--- config.mk ---
export PLATFORM = sky130hd
export DESIGN_NAME = jpeg_bit_packer
export DESIGN_NICKNAME = d
export VERILOG_FILES = /design/src/rtl/jpeg_pkg.sv /design/src/rtl/jpeg_bit_packer.sv
export SDC_FILE = /design/constraint.sdc
export NUM_CORES = 1
export LEC_CHECK = 0
export CAP_MARGIN = 10
export CELL_PAD_IN_SITES_DETAIL_PLACEMENT = 0
export CELL_PAD_IN_SITES_GLOBAL_PLACEMENT = 1
export CORE_UTILIZATION = 27
export CTS_CLUSTER_DIAMETER = 100
export DETAILED_ROUTE_END_ITERATION = 16
export PLACE_DENSITY = 0.6
export SLEW_MARGIN = 20
export SYNTH_ARGS = -nofsm -noshare
export SYNTH_HDL_FRONTEND = slang
export SYNTH_SLANG_ARGS = --single-unit
--- constraint.sdc ---
create_clock -name clk -period 5.69 [get_ports clk]
set_input_delay 0.569 -clock clk [delete_from_list [all_inputs] [get_ports clk]]
set_output_delay 0.569 -clock clk [all_outputs]
set_load 0.05 [all_outputs]
--- src/rtl/jpeg_pkg.sv ---
// ---------------------------------------------------------------------------
// jpeg_pkg
// Shared constants and types for the JPEG entropy-coding path.
//   ACC_W   : bit accumulator width of the bit packer
//   CODE_W  : widest Huffman codeword (matches Huffman encoder code_out)
//   LEN_W   : width of the codeword length field
//   MAX_LEN : longest legal codeword; longer lengths are clamped to this
//   pack_state_t : bit packer FSM states
// ---------------------------------------------------------------------------
package jpeg_pkg;

    localparam int ACC_W   = 32;
    localparam int CODE_W  = 20;
    localparam int LEN_W   = 5;
    localparam int MAX_LEN = 20;
    localparam int CNT_W   = 6;   // holds 0..ACC_W

    typedef enum logic [1:0] {
        ST_RUN   = 2'd0,
        ST_STUFF = 2'd1,
        ST_FLUSH = 2'd2,
        ST_DONE  = 2'd3
    } pack_state_t;

endpackage

--- src/rtl/jpeg_bit_packer.sv ---
// ---------------------------------------------------------------------------
// jpeg_bit_packer
// Packs right-aligned, MSB-first Huffman codewords into a byte stream,
// inserting a 0x00 after every emitted 0xFF data byte, and on flush pads the
// final partial byte with 1s, drains, and pulses flush_done.
//
// Ports
//   clk, rst      : clock, asynchronous active-high reset
//   in_valid      : codeword present
//   in_ready      : codeword accepted this cycle (when in_valid)
//   code_length   : number of valid codeword bits (0..20, larger clamped)
//   code_out      : codeword, right-aligned, MSB first
//   flush         : single-cycle pad-and-drain request
//   out_valid     : out_byte valid
//   out_ready     : downstream accepts byte
//   out_byte      : stream byte
//   flush_done    : one-cycle pulse after a flush has fully drained
//   dbg_state     : current FSM state (pack_state_t encoding)
//
// Handshake: on both interfaces a transfer happens on a rising clock edge
// where valid && ready are both high; out_valid/out_byte never depend on
// out_ready and are held while out_valid && !out_ready.
// ---------------------------------------------------------------------------
module jpeg_bit_packer
    import jpeg_pkg::*;
(
    input  logic              clk,
    input  logic              rst,
    input  logic              in_valid,
    output logic              in_ready,
    input  logic [LEN_W-1:0]  code_length,
    input  logic [CODE_W-1:0] code_out,
    input  logic              flush,
    output logic              out_valid,
    input  logic              out_ready,
    output logic [7:0]        out_byte,
    output logic              flush_done,
    output logic [1:0]        dbg_state
);

    localparam logic [ACC_W-1:0] ACC_ONES = '1;

    pack_state_t       r_state;
    logic              r_ret_flush;   // STUFF returns to FLUSH (else RUN)
    logic              r_flush_held;  // flush seen during STUFF, not yet taken
    logic [ACC_W-1:0]  r_acc;         // valid bits at the top, MSB first
    logic [CNT_W-1:0]  r_cnt;

    logic              w_data_st;
    logic              w_emit;
    logic              w_emit_ff;
    logic              w_stuff_xfer;
    logic              w_accept;
    logic              w_take_flush;
    logic [CNT_W-1:0]  w_len;
    logic [CNT_W-1:0]  w_acc_len;
    logic [ACC_W-1:0]  w_code_ext;
    logic [ACC_W-1:0]  w_acc_sh;
    logic [CNT_W-1:0]  w_cnt_sh;
    logic [CNT_W-1:0]  w_ins_pos;
    logic [ACC_W-1:0]  w_acc_ins;
    logic [CNT_W-1:0]  w_cnt_ins;
    logic [CNT_W-1:0]  w_cnt_pad;
    logic [ACC_W-1:0]  w_pad;
    logic [ACC_W-1:0]  w_acc_nx;
    logic [CNT_W-1:0]  w_cnt_nx;
    pack_state_t       w_state_nx;
    logic              w_ret_nx;
    logic              w_held_nx;

    // Handshake and transfer qualifiers
    assign w_data_st    = (r_state == ST_RUN) || (r_state == ST_FLUSH);
    assign in_ready     = ((r_state == ST_RUN) || (r_state == ST_STUFF)) &&
                          (r_cnt <= CNT_W'(12)) && !rst;
    assign out_valid    = (r_state == ST_STUFF) || (w_data_st && (r_cnt >= CNT_W'(8)));
    assign out_byte     = (r_state == ST_STUFF) ? 8'h00 : r_acc[ACC_W-1 -: 8];
    assign flush_done   = (r_state == ST_DONE);
    assign dbg_state    = r_state;

    assign w_emit       = w_data_st && (r_cnt >= CNT_W'(8)) && out_ready;
    assign w_emit_ff    = w_emit && (r_acc[ACC_W-1 -: 8] == 8'hFF);
    assign w_stuff_xfer = (r_state == ST_STUFF) && out_ready;
    assign w_accept     = in_valid && in_ready;

    // A flush is taken directly in RUN, or at the end of a stuff byte that
    // returns to RUN (covering one held from earlier STUFF cycles).
    assign w_take_flush = ((r_state == ST_RUN) && flush) ||
                          (w_stuff_xfer && !r_ret_flush && (flush || r_flush_held));

    // Datapath: shift out first, then insert below the post-shift bits.
    assign w_len      = (code_length > LEN_W'(MAX_LEN)) ? CNT_W'(MAX_LEN)
                                                        : {1'b0, code_length};
    assign w_acc_len  = w_accept ? w_len : '0;
    assign w_code_ext = {{(ACC_W-CODE_W){1'b0}}, code_out} & ~(ACC_ONES << w_acc_len);
    assign w_acc_sh   = w_emit ? {r_acc[ACC_W-9:0], 8'h00} : r_acc;
    assign w_cnt_sh   = w_emit ? (r_cnt - CNT_W'(8)) : r_cnt;
    // cnt_sh <= 12 and len <= 20 whenever accepting, so the position never underflows
    assign w_ins_pos  = CNT_W'(ACC_W) - w_cnt_sh - w_acc_len;
    assign w_acc_ins  = w_acc_sh | (w_code_ext << w_ins_pos);
    assign w_cnt_ins  = w_cnt_sh + w_acc_len;

    // Pad: ones from the current bit count up to the next byte boundary
    assign w_cnt_pad  = (w_cnt_ins + CNT_W'(7)) & ~CNT_W'(7);
    assign w_pad      = (ACC_ONES >> w_cnt_ins) & ~(ACC_ONES >> w_cnt_pad);
    assign w_acc_nx   = w_take_flush ? (w_acc_ins | w_pad) : w_acc_ins;
    assign w_cnt_nx   = w_take_flush ? w_cnt_pad : w_cnt_ins;

    always_comb begin
        w_state_nx = r_state;
        w_ret_nx   = r_ret_flush;
        w_held_nx  = r_flush_held;
        case (r_state)
            ST_RUN: begin
                if (w_emit_ff) begin
                    w_state_nx = ST_STUFF;
                    w_ret_nx   = w_take_flush;
                end else if (w_take_flush) begin
                    w_state_nx = ST_FLUSH;
                end
            end
            ST_STUFF: begin
                if (w_stuff_xfer) begin
                    w_held_nx = 1'b0;
                    if (r_ret_flush || w_take_flush) begin
                        w_state_nx = ST_FLUSH;
                    end else begin
                        w_state_nx = ST_RUN;
                    end
                end else if (!r_ret_flush && flush) begin
                    w_held_nx = 1'b1;
                end
            end
            ST_FLUSH: begin
                if (w_emit_ff) begin
                    w_state_nx = ST_STUFF;
                    w_ret_nx   = 1'b1;
                end else if (r_cnt == '0) begin
                    w_state_nx = ST_DONE;
                end
            end
            default: begin
                w_state_nx = ST_RUN;
                w_ret_nx   = 1'b0;
            end
        endcase
    end

    always_ff @(posedge clk or posedge rst) begin
        if (rst) begin
            r_state      <= ST_RUN;
            r_ret_flush  <= 1'b0;
            r_flush_held <= 1'b0;
            r_acc        <= '0;
            r_cnt        <= '0;
        end else begin
            r_state      <= w_state_nx;
            r_ret_flush  <= w_ret_nx;
            r_flush_held <= w_held_nx;
            r_acc        <= w_acc_nx;
            r_cnt        <= w_cnt_nx;
        end
    end

endmodule

==> flow_metrics.tcl <==
set metrics [dict create \
    routedWlPerCell_um 20.9 \
    ys_seq_elements 42 \
    dp_cells 872 \
    path_clk_slew_ns 0.06 \
    end_kind "flop" \
    htreeDepth 2 \
    report.final.hold_viol_count 0 \
    cts.sink_count 42 \
    setup_tns_ns 0 \
    cts_root_buf "clkbuf_16" \
    ios 43 \
    syn-num-nets 680 \
    syn_inst 631 \
    yosys.area_share.adder_pct 5.35 \
    tightest_slew_ns 0.949 \
    yosysTopAreaCell "dfrtp_1" \
    rows 47 \
    ys_async_sr_fraction_pct 100 \
    fin_crit_sh_pct 85.0 \
    detailed_place_hpwl_mm 14.5 \
    cts_hold_buf 0 \
    port_buffers 42 \
    reg2reg_depth 15 \
    first_iter_violations 508 \
    rsz0062_at_grt "false" \
    synth_edf_count 0 \
    place_congestion 0.910 \
    cts-resized-gates 0 \
    mostFrequentLayoutCell "nor2_1" \
    ys_types 72 \
    setup_viol 0 \
    relSlewSlack_pct 35.7 \
    grt_overflow 0 \
    wl_mm 18.3 \
    worstHoldPathCells 2 \
    area_growth_pct 17.9 \
    grt_max_degree 34 \
    synth_top_family_by_area "compound AO/OA/AOI/OAI gates" \
    finClkSkew_ns 0.00517 \
    cp.arrival_ns 5.06 \
    die_h_um 134 \
    drtPass1Iterations 5 \
    min_period_ns 4.84 \
    yosys-top-cells-area "dfrtp_1 (22%), nor2_1 (6.7%), mux2i_1 (5.1%)" \
    outcome "completed" \
    grt_usage_pct 20.9 \
    synthFlopType "dfrtp_1" \
    crit_fanout 8 \
    cap_violations 0 \
    crit_type "input port to flop" \
    syn_avg_cell_area_um2 7.48 \
    fin_cells 879 \
    synth_compound_area_share_pct 30.3 \
    drive_above_1_share_pct 7.44 \
    cts_setup_buffers 0 \
    grt_pass1_wl_mm 29.1 \
    drc_errors 0 \
    layout_common_cells "nor2_1 (84), nand2_1 (53), dfrtp_1 (42), clkdlybuf4s50_1 (42), o21ai_0 (38)" \
    start_kind "input port" \
    antenna_found_initial 0 \
    hold_path.class "flop to flop" \
    core-area_um2 16800 \
    synth_top_cell_area_share_pct 22.3 \
    hold_ws_ns 0.505 \
    cts_buffer_depth 2 \
    clk_latency_ns 0.29 \
    cts_tree "built" \
    die_w_um 134 \
    num-nets-final 708 \
    diodes 0 \
    synth_mux_area_share_pct 6.28 \
    start_util_pct 28.1 \
    crit_required_ns 5.92 \
    synth-xor-area-share_pct 2.81 \
    first_global_vias 4842 \
    ys_seq_area_share_pct 22.3 \
    antenna_left 0 \
    vias 5132 \
    synth-simple-area-share_pct 26.7 \
    fmax_mhz 207 \
    syn_area_um2 4720 \
    drv_slew 0 \
    ys_warn_count 0 \
    dieArea_um2 18000 \
    numCtsBuffers 5 \
    viasPerCell 5.84 \
]
-- final timing paths --
check,to,from,slack (ns)
min in group asynchronous,dbg_state[1]$_DFFE_PP0P_,rst,0.62
min reg2reg,r_acc[4]$_DFF_PP0_,r_acc[4]$_DFF_PP0_,0.51
max in group asynchronous,r_acc[22]$_DFF_PP0_,rst,4.27
max,r_acc[28]$_DFF_PP0_,rst,0.85
min,r_acc[4]$_DFF_PP0_,r_acc[4]$_DFF_PP0_,0.51
max reg2reg,r_acc[28]$_DFF_PP0_,dbg_state[1]$_DFFE_PP0P_,0.95
-- stage by stage --
stage	cell area (µm²)	worst slack (ns)	utilization (%)
global route	5570	0.531	33.1
CTS	5570	0.969	33.1
global placement	5400	0.797	32.1
floorplan	4720	1.09	-
finish	5570	0.851	33.1
detailed placement	5400	0.695	32.1
-- synth_stat cells (all sizes together) (9+ instances only) --
master / number
nor2: 84
nand2: 53
dfrtp: 42
o21ai: 38
a21oi: 33
clkbuf: 29
nand3: 29
o211ai: 28
inv: 27
mux2i: 24
nor3: 19
ha: 17
nor4: 17
buf: 15
and2: 14
a31oi: 11
nand2b: 11
o221ai: 11
a211oi: 10
nand4: 10
o22ai: 9
-- cell families after synthesis --
| logic type | count (synthesis) |
|---|---|
| flops | 42 |
| buf+inv | 71 |
| xor+xnor | 12 |
| simple gates | 256 |
| fa+ha+maj | 19 |
| mux | 28 |
| compound gates | 203 |
-- worst max-delay path: stages --
cell and delay, ns:
clkdlybuf4s50_1 0.43, or4_4 0.53, nor3_4 0.25, nand3_1 0.14, inv_1 0.08, ha_1 0.19, fa_1 0.26, a21o_1 0.14
a21oi_1 0.11, xnor2_1 0.59, nand2_1 0.30, nor2_1 0.21, ha_1 0.31, a21oi_1 0.55, and2_1 0.25, a221o_1 0.15
-- layout make-up --
| cell class | instances | area (µm²) |
|---|---|---|
| Fill cell | 1841 | 11300 |
| Multi-Input combinational cell | 518 | 3380 |
| Sequential cell | 42 | 1050 |
| Timing Repair Buffer | 65 | 593 |
| Tap cell | 220 | 275 |
| Clock buffer | 6 | 139 |
| Inverter | 27 | 101 |
| Clock inverter | 1 | 30.0 |
-- registers in the layout, indices dropped and copies added (netlist names) --
register      flops
r_acc            32
r_flush_held      1
r_cnt             6
dbg_state         2
r_ret_flush       1
-- routing by layer --
layer / vias to the layer above / routed length [µm] / GRT usage (%)
li1: 2435 / - / -
met1: 2458 / 8670 / 29.6
met2: 205 / 7970 / 32.1
met3: 34 / 1070 / 2.61
met4: 0 / 633 / 8.43
met5: - / 0 / 0
Power is not shown: default switching activity piles up to over one toggle a cycle in this logic, so the estimate is an artifact.
